--- src/rtl/eject_reduce_unit_pkg.sv ---
// Shared flit layout, opcodes and the flit-build helper used on both the
// eject-side reduce unit and the inject-side generator.
package eject_reduce_unit_pkg;

  localparam int FLIT_W   = 82;

  localparam int MARK_BIT = 81;
  localparam int OP_HI    = 80;
  localparam int OP_LO    = 77;
  localparam int SRC_HI   = 76;
  localparam int SRC_LO   = 69;
  localparam int DST_HI   = 68;
  localparam int DST_LO   = 61;
  localparam int TAG_HI   = 60;
  localparam int TAG_LO   = 53;
  localparam int RSV_HI   = 52;
  localparam int RSV_LO   = 32;
  localparam int PAY_HI   = 31;
  localparam int PAY_LO   = 0;

  localparam logic [3:0] OP_PASS = 4'h0;
  localparam logic [3:0] OP_RSUM = 4'h1;
  localparam logic [3:0] OP_RMAX = 4'h2;

  // Builds a well-formed flit: marker set, reserved bits zero.
  function automatic logic [FLIT_W-1:0] build_flit(
    input logic [3:0]  op,
    input logic [7:0]  src,
    input logic [7:0]  dst,
    input logic [7:0]  tag,
    input logic [31:0] payload
  );
    logic [FLIT_W-1:0] f;
    f                = '0;
    f[MARK_BIT]      = 1'b1;
    f[OP_HI:OP_LO]   = op;
    f[SRC_HI:SRC_LO] = src;
    f[DST_HI:DST_LO] = dst;
    f[TAG_HI:TAG_LO] = tag;
    f[PAY_HI:PAY_LO] = payload;
    return f;
  endfunction

endpackage

--- src/rtl/flit_fifo.sv ---
// Synchronous flit FIFO with registered storage; head is read straight from
// the storage array so it stays stable until popped.
module flit_fifo #(
  parameter int FLIT_W = 82,
  parameter int DEPTH  = 4
) (
  input  logic              clk,
  input  logic              rst,
  input  logic              push,
  input  logic [FLIT_W-1:0] push_data,
  input  logic              pop,
  output logic [FLIT_W-1:0] head,
  output logic              empty,
  output logic              full
);

  localparam int AW = $clog2(DEPTH);

  logic [FLIT_W-1:0] mem [DEPTH];
  logic [AW-1:0]     wr_ptr;
  logic [AW-1:0]     rd_ptr;
  logic [AW:0]       count;
  logic              do_push;
  logic              do_pop;

  assign empty   = (count == '0);
  assign full    = (count == (AW+1)'(DEPTH));
  assign do_pop  = pop && !empty;
  // A full FIFO still takes a push when the head leaves in the same cycle.
  assign do_push = push && (!full || do_pop);
  assign head    = mem[rd_ptr];

  always_ff @(posedge clk or negedge rst) begin
    if (!rst) begin
      for (int i = 0; i < DEPTH; i++) mem[i] <= '0;
      wr_ptr <= '0;
      rd_ptr <= '0;
      count  <= '0;
    end else begin
      if (do_push) begin
        mem[wr_ptr] <= push_data;
        wr_ptr      <= wr_ptr + 1'b1;
      end
      if (do_pop) rd_ptr <= rd_ptr + 1'b1;
      case ({do_push, do_pop})
        2'b10:   count <= count + 1'b1;
        2'b01:   count <= count - 1'b1;
        default: count <= count;
      endcase
    end
  end

endmodule

--- src/rtl/eject_reduce_unit.sv ---
// Eject-side reduce unit: forwards pass-through flits and folds reduction
// contributions per tag slot, emitting one result flit per completed reduction.
module eject_reduce_unit
  import eject_reduce_unit_pkg::*;
#(
  parameter int         N_SLOTS    = 4,
  parameter int         FIFO_DEPTH = 4,
  parameter logic [7:0] NODE_ID    = 8'd0
) (
  input  logic              clk,
  input  logic              rst,
  input  logic [FLIT_W-1:0] eject_xpos,
  input  logic              eject_xpos_valid,
  input  logic [7:0]        cfg_expected,
  output logic [FLIT_W-1:0] host_flit,
  output logic              host_valid,
  input  logic              host_ready,
  output logic              drop_err,
  output logic              busy
);

  // Host handshake: host_flit/host_valid hold until the cycle where
  // host_valid && host_ready, which pops the head at that clock edge.
  // The eject side has no ready: every valid flit is sampled.

  localparam int SLOT_W = $clog2(N_SLOTS);

  logic [7:0]  cnt_q [N_SLOTS];
  logic [31:0] acc_q [N_SLOTS];

  logic [3:0]        in_op;
  logic [7:0]        in_dst;
  logic [7:0]        in_tag;
  logic [31:0]       in_pay;
  logic [SLOT_W-1:0] slot;
  logic              in_ok;
  logic              is_red;
  logic [7:0]        cur_cnt;
  logic [31:0]       cur_acc;
  logic [7:0]        new_cnt;
  logic [31:0]       new_acc;
  logic [7:0]        exp_eff;
  logic              done;
  logic              push;
  logic [FLIT_W-1:0] push_data;
  logic              fifo_empty;
  logic              fifo_full;

  assign in_op  = eject_xpos[OP_HI:OP_LO];
  assign in_dst = eject_xpos[DST_HI:DST_LO];
  assign in_tag = eject_xpos[TAG_HI:TAG_LO];
  assign in_pay = eject_xpos[PAY_HI:PAY_LO];
  assign slot   = in_tag[SLOT_W-1:0];
  assign in_ok  = eject_xpos_valid && eject_xpos[MARK_BIT];
  assign is_red = (in_op == OP_RSUM) || (in_op == OP_RMAX);

  always_comb begin
    cur_cnt = cnt_q[slot];
    cur_acc = acc_q[slot];
    new_cnt = cur_cnt + 8'd1;
    if (cur_cnt == 8'd0)
      new_acc = in_pay;
    else if (in_op == OP_RMAX)
      new_acc = (in_pay > cur_acc) ? in_pay : cur_acc;
    else
      new_acc = cur_acc + in_pay;
    exp_eff = (cfg_expected == 8'd0) ? 8'd1 : cfg_expected;
    done    = (new_cnt == exp_eff);
  end

  assign push      = in_ok && (!is_red || done);
  assign push_data = is_red ? build_flit(in_op, NODE_ID, in_dst, in_tag, new_acc)
                            : eject_xpos;

  // Slot state updates even if the result push is dropped on overflow.
  always_ff @(posedge clk or negedge rst) begin
    if (!rst) begin
      for (int i = 0; i < N_SLOTS; i++) begin
        cnt_q[i] <= '0;
        acc_q[i] <= '0;
      end
    end else if (in_ok && is_red) begin
      if (done) begin
        cnt_q[slot] <= '0;
        acc_q[slot] <= '0;
      end else begin
        cnt_q[slot] <= new_cnt;
        acc_q[slot] <= new_acc;
      end
    end
  end

  always_ff @(posedge clk or negedge rst) begin
    if (!rst)
      drop_err <= 1'b0;
    else if (push && fifo_full && !host_ready)
      drop_err <= 1'b1;
  end

  always_comb begin
    busy = 1'b0;
    for (int i = 0; i < N_SLOTS; i++) busy = busy | (cnt_q[i] != 8'd0);
  end

  flit_fifo #(
    .FLIT_W (FLIT_W),
    .DEPTH  (FIFO_DEPTH)
  ) u_fifo (
    .clk       (clk),
    .rst       (rst),
    .push      (push),
    .push_data (push_data),
    .pop       (host_ready),
    .head      (host_flit),
    .empty     (fifo_empty),
    .full      (fifo_full)
  );

  assign host_valid = !fifo_empty;

endmodule

--- config.mk ---
export PLATFORM = sky130hd
export DESIGN_NAME = eject_reduce_unit
export DESIGN_NICKNAME = d
export VERILOG_FILES = /design/src/rtl/eject_reduce_unit_pkg.sv /design/src/rtl/flit_fifo.sv /design/src/rtl/eject_reduce_unit.sv
export SDC_FILE = /design/constraint.sdc
export NUM_CORES = 1
export LEC_CHECK = 0
export BUFFER_PORTS_ARGS = -buffer_cell sky130_fd_sc_hd__clkbuf_2
export CAP_MARGIN = 20
export CORE_MARGIN = 2
export CORE_UTILIZATION = 40
export CTS_CLUSTER_DIAMETER = 150
export DETAILED_ROUTE_END_ITERATION = 8
export SYNTH_ARGS = -nofsm -noshare
export SYNTH_HDL_FRONTEND = slang
export SYNTH_SLANG_ARGS = --single-unit
--- constraint.sdc ---
create_clock -name clk -period 4.1 [get_ports clk]
set_input_delay 0.615 -clock clk [delete_from_list [all_inputs] [get_ports clk]]
set_output_delay 0.615 -clock clk [all_outputs]
set_load 0.1 [all_outputs]
-- Word-level counts from Yosys, hierarchy flattened
Index checks and enable logic that the tools add are counted.
- flip-flop bits (word level): 496
- bits of input ports: 94
- output and inout bits: 85
- logic and storage cells: 94
- $add $sub $neg: 6
- magnitude comparators: 6
- eq/ne operators: 6
- multiplexer cells: 26
- bitwise gates (word level): 10
- reduce and logical (&&, ||, !) cells: 24
- operators with widths (kind ; count):
    bitwise mux 328 bit ; 1
    2-to-1 mux 82 bit ; 4
    2-to-1 mux 32 bit ; 7
    binary-select mux 82 bit (select 2 bit) ; 1
    demux 82 bit (select 2 bit) ; 1
    AND 128 bit ; 1
    bitwise mux 128 bit ; 1
    2-to-1 mux 128 bit ; 1
    NOT 128 bit ; 1
    binary-select mux 32 bit (select 2 bit) ; 1
    demux 32 bit (select 2 bit) ; 1
    adder 32 bit ; 1
    AND 32 bit ; 1
    bitwise mux 32 bit ; 1
    greater-than comparator 32 bit ; 1
    2-to-1 mux 8 bit ; 4
    NOT 32 bit ; 1
    nonzero test 8 bit ; 4
    binary-select mux 8 bit (select 2 bit) ; 1
    demux 8 bit (select 2 bit) ; 1
    zero test 8 bit ; 2
    greater-or-equal comparator 3 bit (second input constant) ; 3
    logical AND 1 bit ; 9
    NOT 2 -> 3 bit ; 3
    17 further kinds ; 26

-- Longest topological paths before layout
Gate-level depths: netlist (run 1).
- depth after elaboration: 11
- mapped depth: 18
- depth with buffers taken out: 14

-- Modules after synthesis
From an unflattened synthesis (run 1), not the netlist that was laid out.
- cells, all modules: 2039
- area total of the unflattened synthesis: 26230.2 sq um
- modules (own cells, without submodules) (module ; times used ; cells each ; area an instance (sq um) ; seq. area each (sq um)):
    flit_fifo ; 1 ; 829 ; 14694.1 ; 8383.0
    eject_reduce_unit ; 1 ; 1210 ; 11536.1 ; 4028.9

-- Worst setup path after synthesis (run 1)
Ideal clock, no wire load.
- path kind: input to register
- start: input port eject_xpos[53]
- end: register acc_q[105] (netlist bit)
- setup time: 125 ps
- data arrival time: 4687 ps
- required time: 3975 ps
- slack: -712 ps
- stages: 17
- buffers on the path: 6
- path through: buf_6 > buf_2 > buf_1 > mux4_2 > inv_1 > ha_1 > clkbuf_1 > nand2_1 > nor4_1 > nor4b_2 > nand3_1 > o211ai_1 > nand4_1 > clkbuf_1 > clkbuf_1 > o221a_2 > mux2_2
- longest elaborated chain between the ends: 10
- elaborated cells on any way between the ends: 24
- classes of those cells: 2 x add/sub; 3 x order compare; 1 x eq/ne; 13 x mux; 3 x bitwise; 2 x reduce/logical
- ends and longest elaborated chain (what ; RTL line ; text):
    start, declared ; eject_reduce_unit.sv:12 ; input logic [FLIT_W-1:0] eject_xpos,
    NOT 2 -> 3 bit (implied by the code) * ; n/a ;
    binary-select mux 32 bit (select 2 bit) ; eject_reduce_unit.sv:59 ; cur_acc = acc_q[slot];
    2-to-1 mux 32 bit (implied by the code) (2 in series) ; eject_reduce_unit.sv:59 ;
    greater-than comparator 32 bit ; eject_reduce_unit.sv:64 ; new_acc = (in_pay > cur_acc) ? in_pay : cur_acc;
    2-to-1 mux 32 bit ; eject_reduce_unit.sv:64 ;
    2-to-1 mux 32 bit ; eject_reduce_unit.sv:63 ; else if (in_op == OP_RMAX)
    2-to-1 mux 32 bit ; eject_reduce_unit.sv:61 ; if (cur_cnt == 8'd0)
    bitwise mux 128 bit ; eject_reduce_unit.sv:88 ; acc_q[slot] <= new_acc;
    2-to-1 mux 128 bit * ; eject_reduce_unit.sv:83 ; if (done) begin
    end signal, assigned by index ; eject_reduce_unit.sv:88 ;
    end, declared ; eject_reduce_unit.sv:29 ; logic [31:0] acc_q [N_SLOTS];
Mark *: on every way between the ends. The rest lies on a longest branch, timed or not. The select of a mux whose other input is x is not followed.
A chain may end at the register's enable or synchronous reset.

-- Final worst setup path (run 1)
- start: register acc_q[27] (netlist bit)
- end: register u_fifo.mem[14] (netlist bit)
- longest elaborated chain between the ends: 9
- ends and longest elaborated chain (what ; RTL line ; text):
    binary-select mux 32 bit (select 2 bit) ; eject_reduce_unit.sv:59 ;
    2-to-1 mux 32 bit (implied by the code) (2 in series) ; eject_reduce_unit.sv:59 ;
    greater-than comparator 32 bit ; eject_reduce_unit.sv:64 ;
    2-to-1 mux 32 bit ; eject_reduce_unit.sv:64 ;
    2-to-1 mux 32 bit ; eject_reduce_unit.sv:63 ;
    2-to-1 mux 32 bit ; eject_reduce_unit.sv:61 ;
    2-to-1 mux 82 bit ; eject_reduce_unit.sv:72 ; assign push_data = is_red ? build_flit(in_op, NODE_ID, in_dst, in_tag, new_acc)
    bitwise mux 328 bit ; flit_fifo.sv:41 ; mem[wr_ptr] <= push_data;
    end signal, assigned by index ; flit_fifo.sv:41 ;
    end, declared ; flit_fifo.sv:19 ; logic [FLIT_W-1:0] mem [DEPTH];
Every way passes these cells. The select of a mux whose other input is x is not followed.

==> flow_summary.json, run 1 <==
{
  "powerDensity_nw_per_um2": 838,
  "cts.hold.buffers_added": 0,
  "arrival_ns": 4.40,
  "clock_latency_ns": 0.63,
  "cts_tree": "yes",
  "post-route-drc-count": 0,
  "grtUsageTotal": 0.213,
  "grt_pass1_vias": 19614,
  "cp_top_family": "simple AND/OR/NAND/NOR gates",
  "timing.fmax_ghz": 0.258,
  "core_sq_um": 63200,
  "worstPathRequired_ns": 4.63,
  "worstMarginPinSlew_ns": 1.14,
  "multiInputGateArea_sq_um": 12500,
  "ys_async_sr_fraction": 1.00,
  "synth-seq-cells": 496,
  "die_x_microns": 257,
  "drt-total-wl_mm": 70.7,
  "fin_area_sq_um": 32000,
  "setup_ws_ns": 0.230,
  "syn_area_sq_um": 25600,
  "start_kind": "flop",
  "nets": 2817,
  "die_area_sq_um": 66000,
  "ant_nets": 0,
  "total_power_w": 0.0268,
  "root_buffer": "clkbuf_16",
  "synth_cell_types": 77,
  "finalCritPeriodShare": 0.944,
  "drv_cap": 0,
  "nFillCells": 5497,
  "io_buffers": 178,
  "routabilityCongestion": 0.901,
  "wl_per_cell_microns": 19.9,
  "clkSlewWorstSetupHoldPaths_ns": 0.06,
  "setup_viol": 0,
  "route.met2.wl_mm": 33.2,
  "critical_path.slowest_cell": "mux4_2",
  "grt_pass1_wl_mm": 112,
  "synth_top_area_frac": 0.485,
  "place_ws_ns": -0.836,
  "dr.first_iter.drc_count": 1398,
  "grt_max_degree": 133,
  "synth_seq_area_share": 0.485,
  "synth_area_leaders": "dfrtp_1 (48%), mux4_2 (11%), mux2_2 (8.1%)",
  "vias_per_cell": 5.43,
  "status": "finished, final reports clean",
  "die_y_microns": 257,
  "pin_count": 179,
  "leakagePower_nw": 14.7,
  "vias": 19243,
  "synth_ff_type": "dfrtp_1",
  "crit_fanout": 19,
  "max-vdd-ir-drop_mv": 0.495,
  "syn_nets": 2380,
  "yosys_warnings": 0,
  "highest_layer": "met5",
  "synth_most_common_cell": "dfrtp_1",
  "wl_met1_mm": 32.5,
  "drive_above_1_share": 0.357,
  "slew_headroom": 0.238,
  "core.rowCount": 92,
  "cpPeakStageDelay_ns": 0.53,
  "crit_chain": "mux4_2 > inv_1 > ha_1 > nand4_1 > nor4_2 > nor4b_4 > nand3_2 > and3_1 > nor3_2 > buf_12 > nor2_1 > a21oi_1 > buf_4 > mux2_2",
  "fin_crit_ns": 3.87,
  "hp-class": "in -> async",
  "overflow": 0,
  "dp_hpwl_mm": 51.2,
  "clockBufferDepth": 3,
  "yosys-top-cells-count": "dfrtp_1 (496), nand2_1 (320), o21ai_0 (230)",
  "synth.avg_cell_area_sq_um": 11.6,
  "hold_violations": 0,
  "placed_cells": 3441,
  "yosysTopAreaCell": "dfrtp_1",
  "crit_path_end_kind": "flop",
  "worstSetupPathType": "reg -> reg",
  "wl_met3_mm": 3.37,
  "place_area_sq_um": 30000,
  "numClockSinks": 496,
  "grt_antenna_before_repair": 5,
  "synth-edff-count": 0,
  "final_util": 0.506,
  "cts_buffers": 53,
  "fin_worst_skew_ns": 0.0460,
  "start_util": 0.405,
  "fin_cells": 3544,
  "dr.pass1.iters": 5,
  "rsz0062_at_grt": "no",
  "seqCellArea_sq_um": 12400,
  "cp_num_buf_inv": 3,
  "slew_viol_final": 0,
  "area_growth_pct": 25.0,
  "cts-htree-levels": 2,
  "postSynthCellCount": 2215
}
[state kept, by name, indices dropped and copies added, names as in the netlist]
signal,count
u_fifo.mem,328
drop_err,1
u_fifo.rd_ptr,2
u_fifo.count,3
cnt_q,32
u_fifo.wr_ptr,2
acc_q,128
[logic make-up (layout without fill, tap and decap cells)]
| logic type | count (synthesis) | in the layout | synth area share |
|---|---|---|---|
| xor gates and xnor gates | 46 | 46 | 0.0157 |
| adders and majority gates | 71 | 71 | 0.0353 |
| and+or+nand+nor | 517 | 517 | 0.0883 |
| buffers and inverters | 213 | 695 | 0.0354 |
| muxes | 387 | 387 | 0.223 |
| other | 0 | 1 | 0 |
| DFF | 496 | 496 | 0.485 |
| AOI/OAI and AO/OA | 485 | 485 | 0.118 |
[what timing repair did]
action                                  CTS  global route
setup buffers                             0             2
pin swaps                                 0             3
resized for setup                         3            13
endpoints found under the setup margin   43           133
[where the power goes]
group / internal [W] / leakage (nW) / switching (W)
logic: 0.00432 / 7.53 / 0.00954
clock network: 0.00307 / 0.935 / 0.00202
registers: 0.00678 / 6.28 / 0.00106
total: 0.0142 / 14.7 / 0.0126
[layer usage]
metal / GRT usage / vias up
met5: 0 / -
met4: 0.0549 / 8
met3: 0.0321 / 99
met2: 0.340 / 461
met1: 0.306 / 9763
li1: - / 8912
[stage by stage]
stage,hold WS (ns),TNS (ns)
finish,0.141,0
global route,0.232,0
CTS,0.178,0
detailed placement,0.453,-175.21
global placement,0.444,-153.22
floorplan,0.319,-0.0576
[placed cells by master (no fill, tap or decap), types with 7 or more instances in the layout]
cell type	netlist	layout
bufinv_16	0	7
xor2_1	16	16
o31ai_1	27	24
clkbuf_1	83	10
o221ai_1	11	11
clkbuf_16	0	53
clkbuf_2	0	176
o21ai_1	11	10
nor3_1	18	14
nand3_1	24	23
nor4_1	15	13
nor2_1	67	66
o22ai_1	13	13
xnor2_1	30	30
nor2b_1	9	9
ha_1	69	69
mux2_2	183	182
mux2_1	76	76
buf_12	0	30
a21oi_1	76	72
buf_4	17	315
nand2_1	320	318
clkbuf_8	0	12
nand4_1	11	11
o21ai_0	230	230
o22a_1	7	7
a2bb2oi_1	15	15
mux2i_1	8	8
dfrtp_1	496	494
inv_1	72	71
mux4_2	120	120
nand2b_1	19	19
clkinv_2	0	11
[path summary, 6_finish.rpt]
kind	cells past startpoint	slack, ns	startpoint	end
worst max-delay path	14	0.23	acc_q[27]$_DFFE_PN0P_	u_fifo.mem[14]$_DFFE_PN0P_
worst min-delay path	1	0.14	rst	u_fifo.mem[197]$_DFFE_PN0P_
worst max register to register	14	0.23	acc_q[27]$_DFFE_PN0P_	u_fifo.mem[14]$_DFFE_PN0P_
worst min register to register	1	0.47	u_fifo.mem[245]$_DFFE_PN0P_	u_fifo.mem[245]$_DFFE_PN0P_
max in group asynchronous	2	2.86	rst	u_fifo.rd_ptr[0]$_DFFE_PN0P_
min in group clk	2	0.25	eject_xpos[66]	u_fifo.mem[148]$_DFFE_PN0P_
[final cells by class]
class                   instances  area share
inverters                      73     0.00856
flip-flops and latches        496       0.388
multi-input cells            1506       0.390
well taps                     846      0.0331
clock inverters                25      0.0118
diodes                          1   0.0000782
repair buffers                522       0.121
clock buffers                  75      0.0478
[worst reg2reg max path, stage by stage (launching register included)]
cell	delay, ns
dfrtp_1	0.37
mux4_2	0.53
inv_1	0.10
ha_1	0.14
nand4_1	0.15
nor4_2	0.44
nor4b_4	0.41
nand3_2	0.18
and3_1	0.24
nor3_2	0.26
buf_12	0.21
nor2_1	0.05
a21oi_1	0.36
buf_4	0.21
mux2_2	0.14
Power figures use the tool's default switching activity.
==> run 2, diff against run 1 <==
CELL_PAD_IN_SITES_DETAIL_PLACEMENT = 2   (was unset)
CELL_PAD_IN_SITES_GLOBAL_PLACEMENT = 2   (was unset)
CORE_UTILIZATION = 29   (was 40)
PLACE_DENSITY_LB_ADDON = 0.1   (was unset)
==> run 2 against run 1 <==
Net effect: total power up 2.4%; maximum frequency decreased by 1.8%; combinational power rose by 3%; non-clock buffer count rose by 29; hold slack lost 0.11 ns; setup slack got worse by 0.072 ns; core utilization down 13 points; first-iteration DRC count fell by 38%; via count is 2.5% higher; routed wire length increased by 28%; critical endpoint is now acc_q[115]$_DFFE_PN0P_; count of clock-buffer cells in the layout grew 18; clock power up 2%.
==> flow_summary.json, run 2 (same netlist as run 1, synthesis figures left out) <==
{
  "core.rowCount": 108,
  "final_common_cell": "dfrtp_1",
  "grt_antenna_before_repair": 3,
  "grtUsageTotal": 0.204,
  "cts-htree-levels": 2,
  "die_area_sq_um": 90600,
  "routabilityCongestion": 0.838,
  "cp_num_buf_inv": 7,
  "reg2reg_depth": 16,
  "dp_hpwl_mm": 66.3,
  "hp-class": "in -> async",
  "layout_common_cells": "dfrtp_1 (494), buf_4 (327), nand2_1 (318), o21ai_0 (227), mux2_2 (182)",
  "area_growth_pct": 28.6,
  "drive_above_1_share": 0.368,
  "post-route-drc-count": 0,
  "slew_viol_final": 0,
  "clock_latency_ns": 0.66,
  "comb_power_share": 0.521,
  "p_sw_frac": 0.482,
  "io_buffers": 178,
  "cpPeakStageDelay_ns": 0.52,
  "powerDensity_nw_per_um2": 834,
  "crit_chain": "buf_6 > buf_12 > buf_12 > mux4_2 > ha_1 > nand2b_1 > a2111oi_4 > buf_4 > o31a_1 > buf_4 > o31a_1 > o41ai_2 > xnor2_1 > buf_4 > o22ai_1 > a211oi_2 > buf_4 > mux2_2",
  "die_x_microns": 301,
  "root_buffer": "clkbuf_16",
  "clockBufferDepth": 3,
  "p_int_w": 0.0142,
  "worstPathRequired_ns": 4.65,
  "crit_path_end_kind": "flop",
  "cp_top_family": "compound AO/OA/AOI/OAI gates",
  "cts_buffers": 60,
  "vias_per_cell": 5.07,
  "critical_path.slowest_cell": "mux4_2",
  "switching_power_w": 0.0132,
  "largest_reg_flops": 328,
  "crit_fanout": 7,
  "timing.setup.tns_ns": 0,
  "finalCritPeriodShare": 0.961,
  "vias": 19725,
  "leakagePower_nw": 15.0,
  "cp.depth": 18,
  "overflow": 0,
  "start_kind": "input port",
  "final_util": 0.378,
  "nets": 2853,
  "cts_tree": "yes",
  "n_antenna_cell": 0,
  "fin_crit_ns": 3.94,
  "ant_nets": 0,
  "arrival_ns": 4.49,
  "worstSetupPathType": "in -> reg",
  "fin_worst_skew_ns": 0.0614,
  "grt_max_degree": 111,
  "regMostFlops": "u_fifo.mem",
  "drt-total-wl_mm": 90.4,
  "drv_cap": 0,
  "max-vdd-ir-drop_mv": 0.751,
  "setup_viol": 0,
  "worstMarginPinSlew_ns": 1.05,
  "grt_pass1_wl_mm": 142,
  "start_util": 0.294,
  "die_y_microns": 301,
  "rsz0062_at_grt": "yes",
  "timing.fmax_ghz": 0.254,
  "dr.pass1.iters": 5,
  "status": "finished, final reports clean",
  "wl_per_cell_microns": 23.2,
  "dr.first_iter.drc_count": 870,
  "core_sq_um": 87200,
  "hold_violations": 0,
  "p_seq_frac": 0.289,
  "crit_top_cell": "buf_4",
  "pin_count": 179,
  "grt_pass1_vias": 23015,
  "numClockSinks": 496,
  "clockPowerShare": 0.190,
  "top_regs": "u_fifo.mem: 328 flops, acc_q: 128 flops, cnt_q: 32 flops",
  "clkSlewWorstSetupHoldPaths_ns": 0.06,
  "slew_headroom": 0.298
}
## run 2: cell types whose count changed in the layout (fill, tap and decap cells not counted), moves of 3 or more
cell,previous run,this run
clkbuf_1,10,15
a21oi_1,72,69
clkbuf_16,53,61
o21ai_0,230,227
a21oi_2,4,7
bufinv_16,7,0
buf_12,30,44
clkbuf_8,12,18
buf_4,315,327
## run 2: area by class of cell
type	instances	area, sq um
flip-flops and latches	496	12400
multi-input cells	1506	12500
inverters	73	274
repair buffers	551	4280
fillers	9071	54200
clock buffers	93	1810
clock inverters	15	146
well taps	1155	1450
## run 2: layer usage
layer,wire length (microns),part of all wire,up-vias,GRT usage
met5,39,0.00043,-,0
met3,2450,0.027,143,0.0258
met2,43100,0.48,284,0.338
li1,-,-,8995,-
met1,42400,0.47,10297,0.279
met4,2410,0.027,6,0.0583
## run 2: worst paths after layout
kind | start | endpoint | slack [ns]
min | rst | u_fifo.mem[280]$_DFFE_PN0P_ | 0.03
max in group asynchronous | rst | u_fifo.mem[307]$_DFFE_PN0P_ | 2.94
min reg2reg | u_fifo.mem[163]$_DFFE_PN0P_ | u_fifo.mem[163]$_DFFE_PN0P_ | 0.47
max | eject_xpos[53] | acc_q[115]$_DFFE_PN0P_ | 0.16
min in group clk | eject_xpos[64] | u_fifo.mem[146]$_DFFE_PN0P_ | 0.22
max reg2reg | acc_q[24]$_DFFE_PN0P_ | acc_q[115]$_DFFE_PN0P_ | 0.17
## run 2: repair_timing
| action | in CTS | in global routing |
|---|---|---|
| resized for setup | 6 | 25 |
| buffers inserted | 0 | 7 |
| pin swaps | 1 | 4 |
| setup endpoints to repair | 36 | 157 |
| hold buffers | 0 | 0 |
| gates cloned | 0 | 1 |
## run 2: power groups by stage
stage	sequential, W	clock, W	combinational [W]
floorplan	0.00749	0	0.0108
global placement	0.00783	0	0.0140
detailed placement	0.00802	0	0.0144
CTS	0.00795	0.00540	0.0144
global route	0.00820	0.00561	0.0152
finish	0.00793	0.00521	0.0143
## run 2: stage by stage
stage / std cells / instance area (sq um) / hold slack, ns / setup WS, ns / total power [W]
floorplan: 2215 / 25700 / 0.319 / -0.00781 / 0.0183
global placement: 3773 / 30700 / 0.444 / -0.693 / 0.0219
detailed placement: 3773 / 30700 / 0.459 / -0.751 / 0.0224
CTS: 3881 / 32700 / 0.100 / 0.0241 / 0.0278
global route: 3889 / 32900 / 0.0980 / -0.0139 / 0.0290
finish: 3889 / 32900 / 0.0328 / 0.158 / 0.0275
